==> config.mk <==
export PLATFORM = sky130hd
export DESIGN_NAME = phase_unfold_flat
export DESIGN_NICKNAME = d
export VERILOG_FILES = /design/src/rtl/phase_unfold_if.sv /design/src/rtl/phase_unfold.sv /design/src/flat_wrapper.sv
export SDC_FILE = /design/constraint.sdc
export NUM_CORES = 1
export LEC_CHECK = 0
export CAP_MARGIN = 10
export CORE_MARGIN = 2
export CORE_UTILIZATION = 40
export CTS_CLUSTER_SIZE = 8
export DETAILED_ROUTE_END_ITERATION = 6
export SLEW_MARGIN = 20
export SYNTH_ARGS = -nofsm -noshare
export SYNTH_HDL_FRONTEND = slang
export SYNTH_SLANG_ARGS = --single-unit
==> constraint.sdc <==
create_clock -name clk -period 8.3 [get_ports clk]
set_input_delay 2.49 -clock clk [delete_from_list [all_inputs] [get_ports clk]]
set_output_delay 2.49 -clock clk [all_outputs]
set_load 0.005 [all_outputs]
==> src/rtl/phase_unfold_if.sv <==
// phase_unfold bus: octant-flag / atan inputs, unfolded phase and FIFO status outputs.
// Master drives samples, slave is the unfold block.
interface phase_unfold_if #(
  parameter int DEPTH = 16
);
  localparam int LW = $clog2(DEPTH) + 1;

  logic          flag_val_i;
  logic [2:0]    case_flag_i;
  logic          atan_val_i;
  logic [7:0]    atan_i;
  logic          val_o;
  logic [10:0]   phase_o;
  logic          fifo_full_o;
  logic          fifo_empty_o;
  logic [LW-1:0] level_o;
  logic          err_o;

  modport master (
    output flag_val_i, case_flag_i,
    output atan_val_i, atan_i,
    input  val_o, phase_o,
    input  fifo_full_o, fifo_empty_o,
    input  level_o, err_o
  );

  modport slave (
    input  flag_val_i, case_flag_i,
    input  atan_val_i, atan_i,
    output val_o, phase_o,
    output fifo_full_o, fifo_empty_o,
    output level_o, err_o
  );
endinterface

==> src/rtl/phase_unfold.sv <==
// Re-aligns octant flags with atan results and unfolds to a 2048-unit phase.
// Define PHASE_UNFOLD_ERR_EN to build the sticky overflow/underflow flag err_o.
module phase_unfold #(
  parameter int DEPTH = 16
) (
  input logic       clk,
  input logic       rst_n,
  phase_unfold_if.slave bus
);
  localparam int AW = $clog2(DEPTH);
  localparam int PW = AW + 1;

  logic [2:0]    mem_q [DEPTH];
  logic [PW-1:0] wr_q, wr_d;
  logic [PW-1:0] rd_q, rd_d;
  logic [PW-1:0] lvl_q, lvl_d;
  logic          full_q, full_d;
  logic          empty_q, empty_d;
  logic          val_q, val_d;
  logic [10:0]   phase_q, phase_d;

  logic          is_empty, is_full;
  logic          bypass, do_pop, do_push;
  logic [2:0]    k;
  logic [10:0]   sum;

  always_comb begin
    is_empty = (wr_q == rd_q);
    is_full  = (wr_q[AW] != rd_q[AW]) &&
               (wr_q[AW-1:0] == rd_q[AW-1:0]);
    bypass   = bus.flag_val_i & bus.atan_val_i & is_empty;
    do_pop   = bus.atan_val_i & ~is_empty;
    // A pop frees the slot in the same cycle, so a full push may land.
    do_push  = bus.flag_val_i & ~bypass & (~is_full | do_pop);
    k        = bypass ? bus.case_flag_i : mem_q[rd_q[AW-1:0]];
    if (k[0])
      sum = {k, 8'h00} + 11'd256 - {3'b000, bus.atan_i};
    else
      sum = {k, 8'h00} + {3'b000, bus.atan_i};
    wr_d    = wr_q + PW'(do_push);
    rd_d    = rd_q + PW'(do_pop);
    lvl_d   = wr_d - rd_d;
    empty_d = (wr_d == rd_d);
    full_d  = (lvl_d == PW'(DEPTH));
    val_d   = bypass | do_pop;
    phase_d = val_d ? sum : phase_q;
  end

  always_ff @(posedge clk) begin
    if (rst_n && do_push)
      mem_q[wr_q[AW-1:0]] <= bus.case_flag_i;
  end

  always_ff @(posedge clk) begin
    if (!rst_n) begin
      wr_q    <= '0;
      rd_q    <= '0;
      lvl_q   <= '0;
      full_q  <= 1'b0;
      empty_q <= 1'b1;
      val_q   <= 1'b0;
      phase_q <= '0;
    end else begin
      wr_q    <= wr_d;
      rd_q    <= rd_d;
      lvl_q   <= lvl_d;
      full_q  <= full_d;
      empty_q <= empty_d;
      val_q   <= val_d;
      phase_q <= phase_d;
    end
  end

  assign bus.val_o        = val_q;
  assign bus.phase_o      = phase_q;
  assign bus.level_o      = lvl_q;
  assign bus.fifo_full_o  = full_q;
  assign bus.fifo_empty_o = empty_q;

`ifdef PHASE_UNFOLD_ERR_EN
  logic err_q;
  logic ovf, udf;

  assign ovf = bus.flag_val_i & is_full & ~bus.atan_val_i;
  assign udf = bus.atan_val_i & ~bus.flag_val_i & is_empty;

  always_ff @(posedge clk) begin
    if (!rst_n)
      err_q <= 1'b0;
    else if (ovf | udf)
      err_q <= 1'b1;
  end

  assign bus.err_o = err_q;
`else
  assign bus.err_o = 1'b0;
`endif
endmodule

==> src/flat_wrapper.sv <==
// flat-port wrapper written by rule: the top's interface ports become plain ports
module phase_unfold_flat 
#(
  parameter int DEPTH = 16
)
  (clk, rst_n, bus_flag_val_i, bus_case_flag_i, bus_atan_val_i, bus_atan_i, bus_val_o, bus_phase_o, bus_fifo_full_o, bus_fifo_empty_o, bus_level_o, bus_err_o);
  phase_unfold_if #(.DEPTH(DEPTH)) bus_i ();
  input logic clk;
  input logic rst_n;
  input wire logic [$bits(bus_i.flag_val_i)-1:0] bus_flag_val_i;
  input wire logic [$bits(bus_i.case_flag_i)-1:0] bus_case_flag_i;
  input wire logic [$bits(bus_i.atan_val_i)-1:0] bus_atan_val_i;
  input wire logic [$bits(bus_i.atan_i)-1:0] bus_atan_i;
  output wire logic [$bits(bus_i.val_o)-1:0] bus_val_o;
  output wire logic [$bits(bus_i.phase_o)-1:0] bus_phase_o;
  output wire logic [$bits(bus_i.fifo_full_o)-1:0] bus_fifo_full_o;
  output wire logic [$bits(bus_i.fifo_empty_o)-1:0] bus_fifo_empty_o;
  output wire logic [$bits(bus_i.level_o)-1:0] bus_level_o;
  output wire logic [$bits(bus_i.err_o)-1:0] bus_err_o;
  assign bus_i.flag_val_i = bus_flag_val_i;
  assign bus_i.case_flag_i = bus_case_flag_i;
  assign bus_i.atan_val_i = bus_atan_val_i;
  assign bus_i.atan_i = bus_atan_i;
  assign bus_val_o = bus_i.val_o;
  assign bus_phase_o = bus_i.phase_o;
  assign bus_fifo_full_o = bus_i.fifo_full_o;
  assign bus_fifo_empty_o = bus_i.fifo_empty_o;
  assign bus_level_o = bus_i.level_o;
  assign bus_err_o = bus_i.err_o;
  phase_unfold #(.DEPTH(DEPTH)) u_core (.clk(clk), .rst_n(rst_n), .bus(bus_i));
endmodule
* After elaboration in Yosys (flattened, before gate mapping)
Memories as Yosys holds them, arrays and structs flattened. A register that Yosys moved wholly into a read port is not among the register bits.
Index checks and enable logic that the tools add are counted.
** Cells by class
- Add/subtract/negate cells :: 6
- Equality and inequality tests :: 5
- Muxes and demuxes :: 5
- Bitwise logic cells :: 10
- Reductions and logical operators :: 2
** Operators with widths (count)
- $add 11x8->11 :: 1
- $add 11x9->11 const B :: 1
- $mux 11 :: 1
- $sub 11x8->11 :: 1
- $add 5x1->5 :: 2
- $eq 5x5->1 :: 2
- $and 1x1->1 :: 5
- $eq 5x5->1 const B :: 1
- $sub 5x5->5 :: 1
- $eq 4x4->1 :: 1
- $mux 4 :: 1
- $mux 3 :: 1
- $not 1->1 :: 3
- $logic_and 1x1->1 :: 2
- $mux 1 :: 2
- $or 1x1->1 :: 2
- $ne 1x1->1 :: 1
** Storage, ports and cells
- Register bits :: 29
- Bits in writable memories :: 48
- Input bits :: 15
- Logic and storage cells :: 36
- Memories :: 1
** Memory list
- u_core.mem_q :: words 16, bits a word 3, read ports 1, clocked after memory_dff 1, write ports 1, line phase_unfold.sv:13 : logic [2:0] mem_q [DEPTH];

* Depth between registers and ports, before layout
- Depth after elaboration :: 8
- Mapped depth :: 13

* Least setup slack after synthesis
No wires, ideal clock.
- Kind :: input to register
- From :: input port bus_atan_val_i
- To :: register u_core.full_q, in the netlist u_core.bus.fifo_full_o
- Arrival time :: 4.352 ns
- Required time :: 8.208 ns
- Setup slack :: 3.856 ns
- Stages :: 11
- Buffers on the path :: 0
- Cells stage by stage :: xnor2_1 o21a_1 ha_1 ha_1 xor2_1 ha_1 nand2_1 nor2_1 a211oi_1 xnor2_1 nor4_1
** Between the ends
- Longest elaborated chain between the ends :: 8
** Ends and longest elaborated chain
- from (decl) :: line flat_wrapper.sv:12 : input wire logic [$bits(bus_i.atan_val_i)-1:0] bus_atan_val_i;
- $and 1x1->1 (2 in series) :: line phase_unfold.sv:31 : bypass = bus.flag_val_i & bus.atan_val_i & is_empty;
- $not 1->1 :: line phase_unfold.sv:34 : do_push = bus.flag_val_i & ~bypass & (~is_full | do_pop);
- $and 1x1->1 (2 in series) :: line phase_unfold.sv:34
- $add 5x1->5 :: line phase_unfold.sv:40 : wr_d = wr_q + PW'(do_push);
- $sub 5x5->5 (*) :: line phase_unfold.sv:42 : lvl_d = wr_d - rd_d;
- $eq 5x5->1 (*) :: line phase_unfold.sv:44 : full_d = (lvl_d == PW'(DEPTH));
- to (signal assigned) :: line phase_unfold.sv:67 : full_q <= full_d;
- to (decl) :: line phase_unfold.sv:17 : logic full_q, full_d;
Mark *: on every way between the ends. The rest lies on a longest branch, timed or not.
A chain may end at the register's enable or synchronous reset.

* Final worst setup path
- From :: input port rst_n
- To :: memory u_core.mem_q[0][2], enable pin
** Between the ends
- Longest elaborated chain between the ends :: 3
** Ends and longest elaborated chain
- from (decl) :: line flat_wrapper.sv:9 : input logic rst_n;
- $logic_and 1x1->1 :: line phase_unfold.sv:50 : if (rst_n && do_push)
- $mux 1 :: line phase_unfold.sv:50
- $mux 1 (implied by the code) :: line phase_unfold.sv:51 : mem_q[wr_q[AW-1:0]] <= bus.case_flag_i;
- to (decl) :: line phase_unfold.sv:13
Every way passes these cells.

==> impl_metrics.yaml <==
run_status:
  status: "finished, final reports clean"
layout:
  fin_cells: 415
  post-route-cell-area_um2: 4080
  nFillCells: 781
  antenna_cells: 0
  syn_to_final_growth_pct: 17.4
  fin_nets: 328
  drive_above_1_share_pct: 10.4
floorplanning:
  die_h_um: 97.2
  pin_count: 35
  num_rows: 34
  initial_core_util_pct: 40.6
  die-width_um: 97.2
  core_region_area_um2: 8550
  die_area_um2: 9450
drt:
  drt_iter0_markers: 83
  drt.antenna.violating_nets: 0
  wire_per_inst_um: 16.3
  vias_per_cell: 5.17
  via_count: 2144
  drt-total-wl_um: 6750
  drcViolationCount: 0
  firstDrtPassIters: 4
clock_tree:
  cts-resized-gates: 0
  insertion_delay_ns: 0.34
  clock-sinks: 77
  ctsHoldBuffers: 0
  path_clk_slew_ns: 0.08
  root_buffer: "clkbuf_8"
  h-tree-depth: 3
  cts_tree: "done"
  cts_buffer_depth: 2
  numCtsBuffers: 9
  post_cts_buffers: 0
setup_path:
  endpoint_kind: "flip-flop"
  crit_fanout: 19
  crit_start: "rst_n"
  r2r-end: "u_core.bus.fifo_full_o$_SDFF_PN0_"
  worstSetupPathType: "in2reg"
  cp.arrival_ns: 4.86
  r2r_cells: 12
  required_ns: 8.30
  r2r_slack_ns: 5.03
  start_kind: "input pin"
  crit_end: "u_core.mem_q[0][2]$_DFFE_PP_"
  r2r-start: "u_core.rd_q[1]$_SDFF_PN0_"
timing:
  finalHoldViolations: 0
  period_share_pct: 58.5
  tns_ns: 0
  fin_crit_ns: 4.86
  fmax_mhz: 206
  setup_ws_ns: 3.44
  fin_skew_ns: 0.0118
  finalSetupViolations: 0
  final-max-slew-violation-count: 0
  rsz0062_at_grt: "false"
  worst_pin_slew_ns: 0.697
  slew_headroom_pct: 53.5
placed_design:
  placedCellCount: 399
  io_buffers: 33
  dp_hpwl_um: 4640
  gp_congestion: 0.773
  dp_slack_ns: 3.05
  post_dp_cell_area_um2: 3860
synthesis:
  ys_ff_latch: 77
  synthArstFlopShare_pct: 0
  post_synth.cell_area_avg_um2: 12.8
  synthDistinctLibCells: 50
  synth-edff-count: 48
  syn-cell-area_um2: 3470
  yosysSeqAreaShare_pct: 58.2
  synthCells: 271
  ys.warnings.count: 0
  synth_ff_type: "edfxtp_1"
  synth_nets: 297
pwr:
  combPwrFrac_pct: 30.3
  swShare_pct: 29.1
  peakVddDrop_mv: 0.120
  seqPwrFrac_pct: 41.4
  power_mw: 1.11
  pwr_density_cell_nw_per_um2: 271
  internal_power_mw: 0.785
  p_sw_mw: 0.322
  power.leakage_nw: 1.38
  p_clk_share_pct: 28.3
global_routing:
  grt_first_pass_wirelength_um: 11300
  grt_max_degree: 23
  track_usage_pct: 15.3
  antenna_found_initial: 0
  grt.overflow.total: 0
  grt_pass1_vias: 2159
hold_path:
  hp-class: "reg2reg"
flow_run:
  cap_violations: 0
-- power by group through the flow --
stage	Sequential, mW	Clock (mW)	Combinational (mW)
CTS	0.459	0.322	0.340
finish	0.459	0.313	0.335
global placement	0.467	0	0.338
detailed placement	0.468	0	0.339
floorplan	0.467	0	0.236
global route	0.463	0.341	0.377
-- placed cells by master (no fill, tap or decap), types with 6 or more instances in the layout --
| cell type | instances |
|---|---|
| mux2i_1 | 10 |
| xor2_1 | 7 |
| mux4_2 | 9 |
| inv_1 | 9 |
| clkbuf_8 | 9 |
| a31oi_1 | 7 |
| xnor2_1 | 10 |
| dfxtp_1 | 29 |
| o21ai_0 | 13 |
| nand3_1 | 6 |
| nor3_1 | 6 |
| ha_1 | 10 |
| clkdlybuf4s50_1 | 33 |
| edfxtp_1 | 48 |
| nor2_1 | 29 |
| nand2_1 | 10 |
-- worst min path at each step --
| stage | start | endpoint | slack [ns] | cells after the start |
|---|---|---|---|---|
| 2_1_floorplan | u_core.bus.phase_o[8]$_SDFFE_PN0P_ | u_core.bus.phase_o[8]$_SDFFE_PN0P_ | 0.46 | 2 |
| 3_3_place_gp | u_core.bus.phase_o[8]$_SDFFE_PN0P_ | u_core.bus.phase_o[8]$_SDFFE_PN0P_ | 0.48 | 2 |
| 3_5_place_dp | u_core.bus.phase_o[8]$_SDFFE_PN0P_ | u_core.bus.phase_o[8]$_SDFFE_PN0P_ | 0.47 | 2 |
| 4_1_cts | u_core.bus.phase_o[8]$_SDFFE_PN0P_ | u_core.bus.phase_o[8]$_SDFFE_PN0P_ | 0.48 | 2 |
| 5_1_grt | u_core.bus.phase_o[8]$_SDFFE_PN0P_ | u_core.bus.phase_o[8]$_SDFFE_PN0P_ | 0.53 | 2 |
| 6_report | u_core.bus.phase_o[8]$_SDFFE_PN0P_ | u_core.bus.phase_o[8]$_SDFFE_PN0P_ | 0.48 | 2 |
-- flip-flops by register name (all words and copies together), names as in the netlist --
register and cells:
u_core.mem_q 48, u_core.bus.fifo_full_o 1, u_core.bus.val_o 1, u_core.bus.fifo_empty_o 1, u_core.bus.phase_o 11, u_core.rd_q 5
u_core.bus.level_o 5, u_core.wr_q 5
-- layout make-up --
cell class / count / area [um^2] / share of cell area [%]
flip-flops and latches: 77 / 2020 / 49.6
multi-input cells: 171 / 1330 / 32.6
repair buffers: 34 / 338 / 8.28
well taps: 108 / 135 / 3.31
clock buffers: 9 / 124 / 3.04
clock inverters: 7 / 97.6 / 2.39
inverters: 9 / 33.8 / 0.828
-- cells by family (layout without fill, tap and decap cells) --
family          after synthesis  in the layout  share of synthesized area, %
xor+xnor                     19             19                          5.55
other cells                   1              1                         0.108
fa+ha+maj                    11             11                          4.18
buf+inv                      23             59                          3.53
simple gates                 78             78                          11.4
flops                        77             77                          58.2
mux                          21             21                          9.47
compound gates               41             41                          7.60
-- worst max-delay path, cell delays in order --
cell	delay, ns
clkdlybuf4s50_1	0.85
inv_1	0.38
or4b_2	0.77
nor3_1	0.35
-- layer usage --
layer | vias to the layer above | routed length [um] | track usage (%)
met5 | - | 0 | 0
met4 | 0 | 89 | 5.63
met3 | 7 | 282 | 3.60
met2 | 46 | 3080 | 23.3
met1 | 1033 | 3300 | 21.3
li1 | 1058 | - | -
-- metrics by stage --
step           util, %  hold WS [ns]
6_report          47.7         0.483
5_1_grt           47.7         0.530
4_1_cts           47.7         0.481
2_1_floorplan        -         0.462
3_5_place_dp      45.1         0.466
3_3_place_gp      45.1         0.476
-- synthesized netlist by cell type, drive strengths merged, types with 8 or more instances --
master / number / area (um^2)
o21ai: 13 / 65.1
buf: 8 / 66.3
nor2: 29 / 109
ha: 10 / 125
dfxtp: 29 / 581
mux2i: 10 / 100
edfxtp: 48 / 1440
mux4: 9 / 203
inv: 9 / 33.8
xnor2: 12 / 131
nand2: 10 / 37.5
No activity file was read; power rests on OpenSTA's default activity.
